==> src/rtl/qos_rd_scheduler.sv <==
// Five-queue read drain scheduler: queue 4 strict priority, queues 0-3 weighted round robin; one word in flight.
// Latency: grant registered in IDLE, pop next cycle, word valid two edges after grant; backpressure holds OUT until iReady.
// Optional starvation guard for queues 0-3 under queue-4 load enabled by QOS_STARVE_GUARD_EN.
module qos_rd_scheduler #(
    parameter int DSIZE        = 32,
    parameter int W0           = 1,
    parameter int W1           = 2,
    parameter int W2           = 3,
    parameter int W3           = 4,
    parameter int STARVE_LIMIT = 8
) (
    input  logic                 iClk,
    input  logic                 iReset,
    input  logic [4:0]           iEmpty,
    input  logic [5*DSIZE-1:0]   iRdData,
    output logic [4:0]           oRd,
    output logic                 oValid,
    input  logic                 iReady,
    output logic [DSIZE-1:0]     oData,
    output logic [2:0]           oClass
);

    typedef enum logic [1:0] {IDLE, POP, CAP, OUT} state_t;

    state_t           state_q, state_d;
    logic [2:0]       g_q, g_d;
    logic [DSIZE-1:0] data_q, data_d;
    logic [2:0]       class_q, class_d;
    logic             valid_q, valid_d;
    logic [1:0]       ptr_q, ptr_d;
    logic [3:0]       credit_q [4];
    logic [3:0]       credit_d [4];

    logic             lo_any;
    logic [3:0]       elig;
    logic             reload;
    logic [1:0]       wrr_g;
    logic [1:0]       idx;
    logic [3:0]       base;
    logic             starve;

    function automatic logic [3:0] weight(input logic [1:0] i);
        case (i)
            2'd0:    weight = 4'(W0);
            2'd1:    weight = 4'(W1);
            2'd2:    weight = 4'(W2);
            default: weight = 4'(W3);
        endcase
    endfunction

    // WRR winner: first eligible queue scanning upward from the pointer.
    // When nobody non-empty has credit left, the credits are treated as reloaded.
    always_comb begin
        lo_any = ~&iEmpty[3:0];
        for (int i = 0; i < 4; i++) begin
            elig[i] = ~iEmpty[i] & (credit_q[i] != 4'd0);
        end
        reload = lo_any & (elig == 4'd0);
        if (reload) begin
            elig = ~iEmpty[3:0];
        end
        wrr_g = ptr_q;
        idx   = ptr_q;
        for (int k = 3; k >= 0; k--) begin
            idx = ptr_q + 2'(k);
            if (elig[idx]) begin
                wrr_g = idx;
            end
        end
        base = reload ? weight(wrr_g) : credit_q[wrr_g];
    end

`ifdef QOS_STARVE_GUARD_EN
    logic [7:0] cnt_q, cnt_d;
    assign starve = lo_any && (cnt_q == 8'(STARVE_LIMIT));
`else
    logic unused_starve_cfg;
    assign starve            = 1'b0;
    assign unused_starve_cfg = (STARVE_LIMIT > 0);
`endif

    always_comb begin
        state_d  = state_q;
        g_d      = g_q;
        data_d   = data_q;
        class_d  = class_q;
        valid_d  = valid_q;
        ptr_d    = ptr_q;
        credit_d = credit_q;
`ifdef QOS_STARVE_GUARD_EN
        cnt_d    = cnt_q;
`endif
        unique case (state_q)
            IDLE: begin
                if (~&iEmpty) begin
                    state_d = POP;
                    if (!iEmpty[4] && !starve) begin
                        g_d = 3'd4;
`ifdef QOS_STARVE_GUARD_EN
                        cnt_d = lo_any ? cnt_q + 8'd1 : 8'd0;
`endif
                    end else begin
                        g_d = {1'b0, wrr_g};
                        if (reload) begin
                            for (int i = 0; i < 4; i++) begin
                                credit_d[i] = weight(2'(i));
                            end
                        end
                        credit_d[wrr_g] = base - 4'd1;
                        ptr_d = (base == 4'd1) ? wrr_g + 2'd1 : wrr_g;
`ifdef QOS_STARVE_GUARD_EN
                        cnt_d = 8'd0;
`endif
                    end
                end
            end
            POP: state_d = CAP;
            CAP: begin
                data_d  = iRdData[g_q*DSIZE +: DSIZE];
                class_d = g_q;
                valid_d = 1'b1;
                state_d = OUT;
            end
            OUT: begin
                if (iReady) begin
                    valid_d = 1'b0;
                    state_d = IDLE;
                end
            end
            default: state_d = IDLE;
        endcase
    end

    always_ff @(posedge iClk) begin
        if (iReset) begin
            state_q <= IDLE;
            g_q     <= '0;
            data_q  <= '0;
            class_q <= '0;
            valid_q <= 1'b0;
            ptr_q   <= '0;
            for (int i = 0; i < 4; i++) begin
                credit_q[i] <= weight(2'(i));
            end
`ifdef QOS_STARVE_GUARD_EN
            cnt_q   <= '0;
`endif
        end else begin
            state_q  <= state_d;
            g_q      <= g_d;
            data_q   <= data_d;
            class_q  <= class_d;
            valid_q  <= valid_d;
            ptr_q    <= ptr_d;
            credit_q <= credit_d;
`ifdef QOS_STARVE_GUARD_EN
            cnt_q    <= cnt_d;
`endif
        end
    end

    // Pop is masked by reset so a reset landing mid-POP never drains a queue.
    always_comb begin
        oRd = '0;
        if (state_q == POP && !iReset) begin
            oRd[g_q] = 1'b1;
        end
    end

    assign oValid = valid_q;
    assign oData  = data_q;
    assign oClass = class_q;

endmodule

==> config.mk <==
export PLATFORM = sky130hd
export DESIGN_NAME = qos_rd_scheduler
export DESIGN_NICKNAME = d
export VERILOG_FILES = /design/src/rtl/qos_rd_scheduler.sv
export SDC_FILE = /design/constraint.sdc
export NUM_CORES = 1
export LEC_CHECK = 0
export CAP_MARGIN = 30
export CORE_AREA = 10 10 118 120
export DETAILED_ROUTE_END_ITERATION = 6
export DIE_AREA = 0 0 128 130
export PLACE_DENSITY = 0.87
export REMOVE_ABC_BUFFERS = 1
export SYNTH_ARGS = -nofsm -noshare
export SYNTH_HDL_FRONTEND = slang
export SYNTH_SLANG_ARGS = --single-unit
==> constraint.sdc <==
create_clock -name iClk -period 3.03 [get_ports iClk]
set_input_delay 0.606 -clock iClk [delete_from_list [all_inputs] [get_ports iClk]]
set_output_delay 0.606 -clock iClk [all_outputs]
set_load 0.01 [all_outputs]
==> run metrics, run 1 <==
status complete, but fails checks; failing checks negative setup slack; EDFF count, synth 0; Port Buffer Count 208; fill count 987; pwr/cell area 717.3 nW/um^2; Main synth FF type dfxtp_1; Arrival @ worst endpoint 3.28 ns; area of the multi-input gates around 3200 um^2; hpwl dp around 14000 um; Synth top area share 27.37%; Min-Delay Path Class flop to flop; Slew @ Worst Pin 0.7498 ns; slowest stage delay, CP ~0.45 ns; top cells by count, synth o21ai_0 (108), mux2i_1 (68), dfxtp_1 (59); antenna cells 0; Worst Path Max Fanout 5; reg2reg setup slack -0.04 ns; Syn Area/Cell approximately 7.6 um^2; final hold violation count 0; DR iter-0 viols 326; Critical Path Sink ptr_q[0]$_SDFFE_PP0P_; Ys Warns 0; skew final about 0.0063 ns; total routed wirelength around 18000 um; height of the die 130 um; final instance area 7567 um^2; Reg2Reg Launch Point credit_q[7]$_SDFFE_PP0P_; clock sink total 59; Core Box Area 11710 um^2; CTS Buf Count 9; Initial Utilization 36.85%; placed inst area approximately 6900 um^2; RSZ-0062 raised after global routing yes; Nets 992; largest net degree at the start of global routing 70; grt ovf 0; Final min period 3.073 ns; Placer Congestion 1.025; post-route ant nets 0; H-tree depth 3; Util after Layout 64.62%; CTS root buffer clkbuf_16; post-synthesis cell count about 570; #FFs+latches synth a little under 60; cell with the most instances after synthesis o21ai_0; CP Launch Point credit_q[7]$_SDFFE_PP0P_; Final period util 101.4%; Boundary Pins 209; pre-CTS setup slack -0.5959 ns; first-pass GRT wire length 27430 um; fin worst setup slack -0.04261 ns; worst-skew pair later-pin latency 0.32 ns; ys async rst share 0%; endpoints failing setup 5; Seq/Total Area, Yosys 27.37%; Synth-to-Final Area Change 75.36%; vias per std cell approximately 5.4; kind of critical path flop to flop; WL/cell 18.89 um; setup tns final -0.08800 ns; all-layer global routing usage 20.53%; initial antenna violation count 0; FF-to-FF path depth 14; Die Footprint between 15000 and 20000 um^2; Max IR drop VDD 0.0003655 V; Worst slew margin between 50% and 60%; CP Data Required Time roughly 3.2 ns; share of cells above drive strength 1 18.24%; register area between 1000 and 1500 um^2; Distinct cells, synth 58; most frequent CP cell buf_4; Startpoint Class flop; endpoint type of the worst setup path flop; top cells by area, synth dfxtp_1 (27%), mux2i_1 (16%), o21ai_0 (13%), a211oi_1 (5.9%), nor2_1 (5.0%); slowest CP cell or3_1; Slew Viols, Final 0; FMAX 325.5 MHz; Reg clk slew, reported paths 0.05 ns; first-pass iteration count of the detailed router 5; DRC 0; synthesized cell area 4315 um^2; max_cap viols 0; Die X 128 um; Hold Path Depth 2; Bufs on Longest Clock Path 2; Yosys top cell by area dfxtp_1; cells along the critical path nor4_4 > buf_4 > buf_4 > or2_4 > buf_4 > o31ai_2 > or3_1 > a31oi_1 > a21oi_4 > nor2_2 > inv_1 > ha_4 > a311o_1 > o211a_1; CTS tree built; vias 5236; FP Rows 40; RR Endpoint ptr_q[0]$_SDFFE_PP0P_; Leakage roughly 2.6 nW; vias in the first global route about 5300
==> state kept, by name, summed over array words and instances (netlist names) <==
signal / cells
credit_q: 16
g_q: 3
oClass: 3
oData: 32
oValid: 1
ptr_q: 2
state_q: 2
==> placed cells by master, fill, tap and decap left out, types with 3 or more instances in the layout <==
master           netlist  layout
ha_1                  11       7
dfxtp_1               59      53
nor2b_1                4       3
a22oi_1                3       3
or2_4                  1       5
ha_4                   0       3
nor3_1                 6       5
buf_4                  0      69
mux2i_1               68      68
a21oi_2                0       3
o311ai_2               2       4
nand3_1               14      14
nor4_4                 4       5
nor2_1                58      55
o31ai_2                1       3
a31oi_1                3       3
buf_6                  0       5
inv_1                 15      15
clkinv_2               0       3
dfxtp_2                0       6
nor2_2                 0       3
a211oi_1              34      33
clkbuf_16              0       9
nand4_1                5       5
dlygate4sd2_1          0       4
o21ai_0              108     106
clkdlybuf4s50_1        0     203
nand2_1               57      57
a21oi_1               12       7
o21ai_1                3       4
==> metrics by stage <==
stage,instances,hold WS (ns),total power [mW]
6_report,964,0.4799,5.428
5_1_grt,964,0.4988,5.778
3_5_place_dp,936,0.4775,4.047
2_1_floorplan,519,0.4452,2.732
4_1_cts,959,0.4840,5.073
3_3_place_gp,936,0.4722,4.015
==> area by class of cell <==
class                   instances  area share, %
clock buffers                  12          3.257
clock inverters                 3         0.1984
inverters                      16         0.8929
multi-input cells             444          42.28
flip-flops and latches         59          15.71
well taps                     147          2.431
repair buffers                283          35.23
==> power by group <==
group / internal [mW] / switching, mW
Clock: 0.566 / 0.341
Sequential: 1.01 / 0.217
Combinational: 1.65 / 1.64
Total: 3.23 / 2.20
==> critical path: cells and delay by family, from the launching register on <==
family / cells / cell delay [ns]
AND/OR/NAND/NOR: 4 / 1.06
AO/OA/AOI/OAI: 5 / 0.86
buffers and inverters: 4 / 0.51
flip-flops: 1 / 0.34
adder cells (fa/ha/maj): 1 / 0.18
==> logic make-up after synthesis <==
group | after synthesis | share of synthesized area [%]
AOI/OAI and AO/OA | 197 | 28.70
and+or+nand+nor | 166 | 19.14
xor gates and xnor gates | 2 | 0.4060
DFF | 59 | 27.37
adders and majority gates | 11 | 3.189
buffers and inverters | 62 | 5.422
muxes | 68 | 15.77
==> what timing repair did <==
action                                  4_1_cts  5_1_grt
endpoints found under the setup margin       18       18
endpoints found under the hold margin         0        0
pin swaps                                     9       21
setup buffers                                 8        5
resized for setup                            25       40
hold buffers                                  0        0
==> layer usage <==
metal  GRT usage (%)  vias up  share of wire (%)
li1                -     2552                  -
met1           21.63     2420                 37
met4           8.742        0                3.9
met5               0        -                  0
met3           7.424       42                8.3
met2           36.23      222                 51
==> worst min path at each step <==
| stage | start | to |
|---|---|---|
| finish | oData[10]$_SDFFE_PP0P_ | oData[10]$_SDFFE_PP0P_ |
| global route | oData[5]$_SDFFE_PP0P_ | oData[5]$_SDFFE_PP0P_ |
| CTS | oData[7]$_SDFFE_PP0P_ | oData[7]$_SDFFE_PP0P_ |
| detailed placement | oData[10]$_SDFFE_PP0P_ | oData[10]$_SDFFE_PP0P_ |
| global placement | oData[28]$_SDFFE_PP0P_ | oData[28]$_SDFFE_PP0P_ |
| floorplan | credit_q[10]$_SDFFE_PP0P_ | credit_q[10]$_SDFFE_PP0P_ |
Power figures use the tool's default switching activity.
==> run 2: changes to the inputs <==
--- a/config.mk
+++ b/config.mk
@@ -7,6 +7,7 @@
 export LEC_CHECK = 0
 export CAP_MARGIN = 30
 export CORE_AREA = 10 10 118 120
+export CTS_BUF_LIST = sky130_fd_sc_hd__clkbuf_4
 export DETAILED_ROUTE_END_ITERATION = 6
 export DIE_AREA = 0 0 128 130
 export PLACE_DENSITY = 0.87
==> run metrics, run 2 (synthesized netlist as in run 1, its figures left out) <==
FP Rows 40; first-pass iteration count of the detailed router 5; height of the die 130 um; fin worst setup slack -0.01182 ns; failing checks negative setup slack; Hold Startpoint iReset; CTS root buffer clkbuf_4; post-route ant nets 0; Port Buffer Count 208; Bufs on Longest Clock Path 2; status complete, but fails checks; initial antenna violation count 0; worst-skew pair later-pin latency 0.41 ns; Boundary Pins between 200 and 250; Hold Path Depth 2; DR iter-0 viols a little under 300; Max IR drop VDD 0.0003632 V; CTS tree built; RR Endpoint credit_q[15]$_SDFFE_PP0P_; CTS Buf Count 9; final hold violation count 0; met1 wire length about 6600 um; reg2reg setup slack -0.01 ns; placed insts 936; endpoints failing setup 3; Initial Utilization a little under two fifths; Leakage about 2.6 nW; Slew @ Worst Pin 0.7489 ns; all-layer global routing usage 20.65%; Nets 988; grt ovf 0; skew final 0.01427 ns; total routed wirelength roughly 18000 um; Final period util 100.4%; Tot Pwr 4.772 mW; non-filler cells, final 960; H-tree depth 3; commonest cells after routing, fill and taps aside clkdlybuf4s50_1 (203), o21ai_0 (105), mux2i_1 (68); FMAX 328.8 MHz; Final min period between 3 and 4 ns; Die X 128 um; Die Footprint 16640 um^2; fill count 1011; kind of critical path flop to flop; commonest non-fill, non-tap cell in the layout clkdlybuf4s50_1; met2 routed WL around 9000 um; metal3 WL 1411 um; end of the worst hold path oData[31]$_SDFFE_PP0P_; RSZ-0062 raised after global routing yes; Synth-to-Final Area Change 69.44%; endpoint type of the worst setup path flop; largest net degree at the start of global routing 70; FF-to-FF path depth 14; CP Data Required Time roughly 3.3 ns; Startpoint Class flop; WL/cell around 19 um; pwr/cell area 652.6 nW/um^2; setup tns final -0.02169 ns; first-pass GRT wire length around 27000 um; Worst slew margin between 50% and 60%; Util after Layout 62.44%; Top Layer Used met4; clock sink total between 50 and 60; hpwl dp 14090 um; Min-Delay Path Class input port to flop; vias in the first global route 5278; max FFs per register 32; antenna cells 0; DRC 0; vias 5109; Worst Path Max Fanout 5; Core Box Area 11710 um^2; max_cap viols 0; Reg clk slew, reported paths 0.11 ns; Slew Viols, Final 0; vias per std cell 5.322; Placer Congestion just over 1; Arrival @ worst endpoint 3.33 ns; share of cells above drive strength 1 between 10% and 20%; Reg2Reg Launch Point credit_q[7]$_SDFFE_PP0P_
[run 2: cell count changes in the layout (fill, tap and decap cells not counted), moves of 3 or more]
cell            before  now
clkbuf_4             0   11
clkbuf_16            9    0
dlygate4sd2_1        4    0
dlymetal6s2s_1       0    4
ha_4                 3    0
[run 2: worst max-delay path, stage by stage, from the launching register on]
cell and delay (ns):
dfxtp_2 0.36, nor4_4 0.36, buf_4 0.19, o22ai_4 0.09
o31ai_4 0.28, buf_4 0.16, buf_4 0.09, o2bb2ai_1 0.06
buf_4 0.15, a31oi_1 0.23, a21oi_2 0.10, buf_4 0.15
a211oi_2 0.18, nor3b_4 0.38, o311ai_2 0.13
[run 2: worst max path at each step]
stage                                endpoint                      from  slack [ns]
floorplan               oData[0]$_SDFFE_PP0P_       g_q[1]$_SDFFE_PP0P_       -0.54
global placement     credit_q[6]$_SDFFE_PP0P_                 iEmpty[3]       -0.51
detailed placement   credit_q[6]$_SDFFE_PP0P_                 iEmpty[1]       -0.60
CTS                  credit_q[7]$_SDFFE_PP0P_  credit_q[7]$_SDFFE_PP0P_       0.009
global route        credit_q[15]$_SDFFE_PP0P_  credit_q[7]$_SDFFE_PP0P_       -0.15
finish              credit_q[15]$_SDFFE_PP0P_  credit_q[7]$_SDFFE_PP0P_       -0.01
[run 2: power breakdown]
part | switching, mW | internal [mW]
clock | 0.290 | 0.176
combinational | 1.55 | 1.53
sequential | 0.218 | 1.01
[run 2: final cells by class]
class                      count  area, um^2  share of cell area (%)
timing repair buffer         279        2644                   36.16
sequential                    59        1190                   16.27
inverter                      16       62.56                  0.8556
tap                          147       183.9                   2.515
clock buffer                  11       82.58                   1.129
clock inverter                 4       18.77                  0.2567
multi-input combinational    444        3131                   42.81
[run 2: metal layers]
metal / global-route usage [%] / vias up
met5: 0 / -
met4: 10.33 / 0
met3: 6.856 / 41
met2: 36.05 / 185
met1: 21.87 / 2338
li1: - / 2545
[run 2: through the flow]
stage                     instance area [um^2]  setup slack, ns  hold slack (ns)
after floorplan                           4141          -0.5415           0.4452
after global placement                    6889          -0.5079           0.4722
after detailed placement                  6889          -0.5959           0.4775
after CTS                                 7156         0.008782           0.4527
after global routing                      7312          -0.1527           0.4745
final                                     7312         -0.01182           0.4660
[run 2: timing repair]
item,in CTS,in global routing
hold buffers,0,0
buffers inserted,6,3
setup endpoints to repair,17,18
pin swaps,7,6
resized for setup,22,30
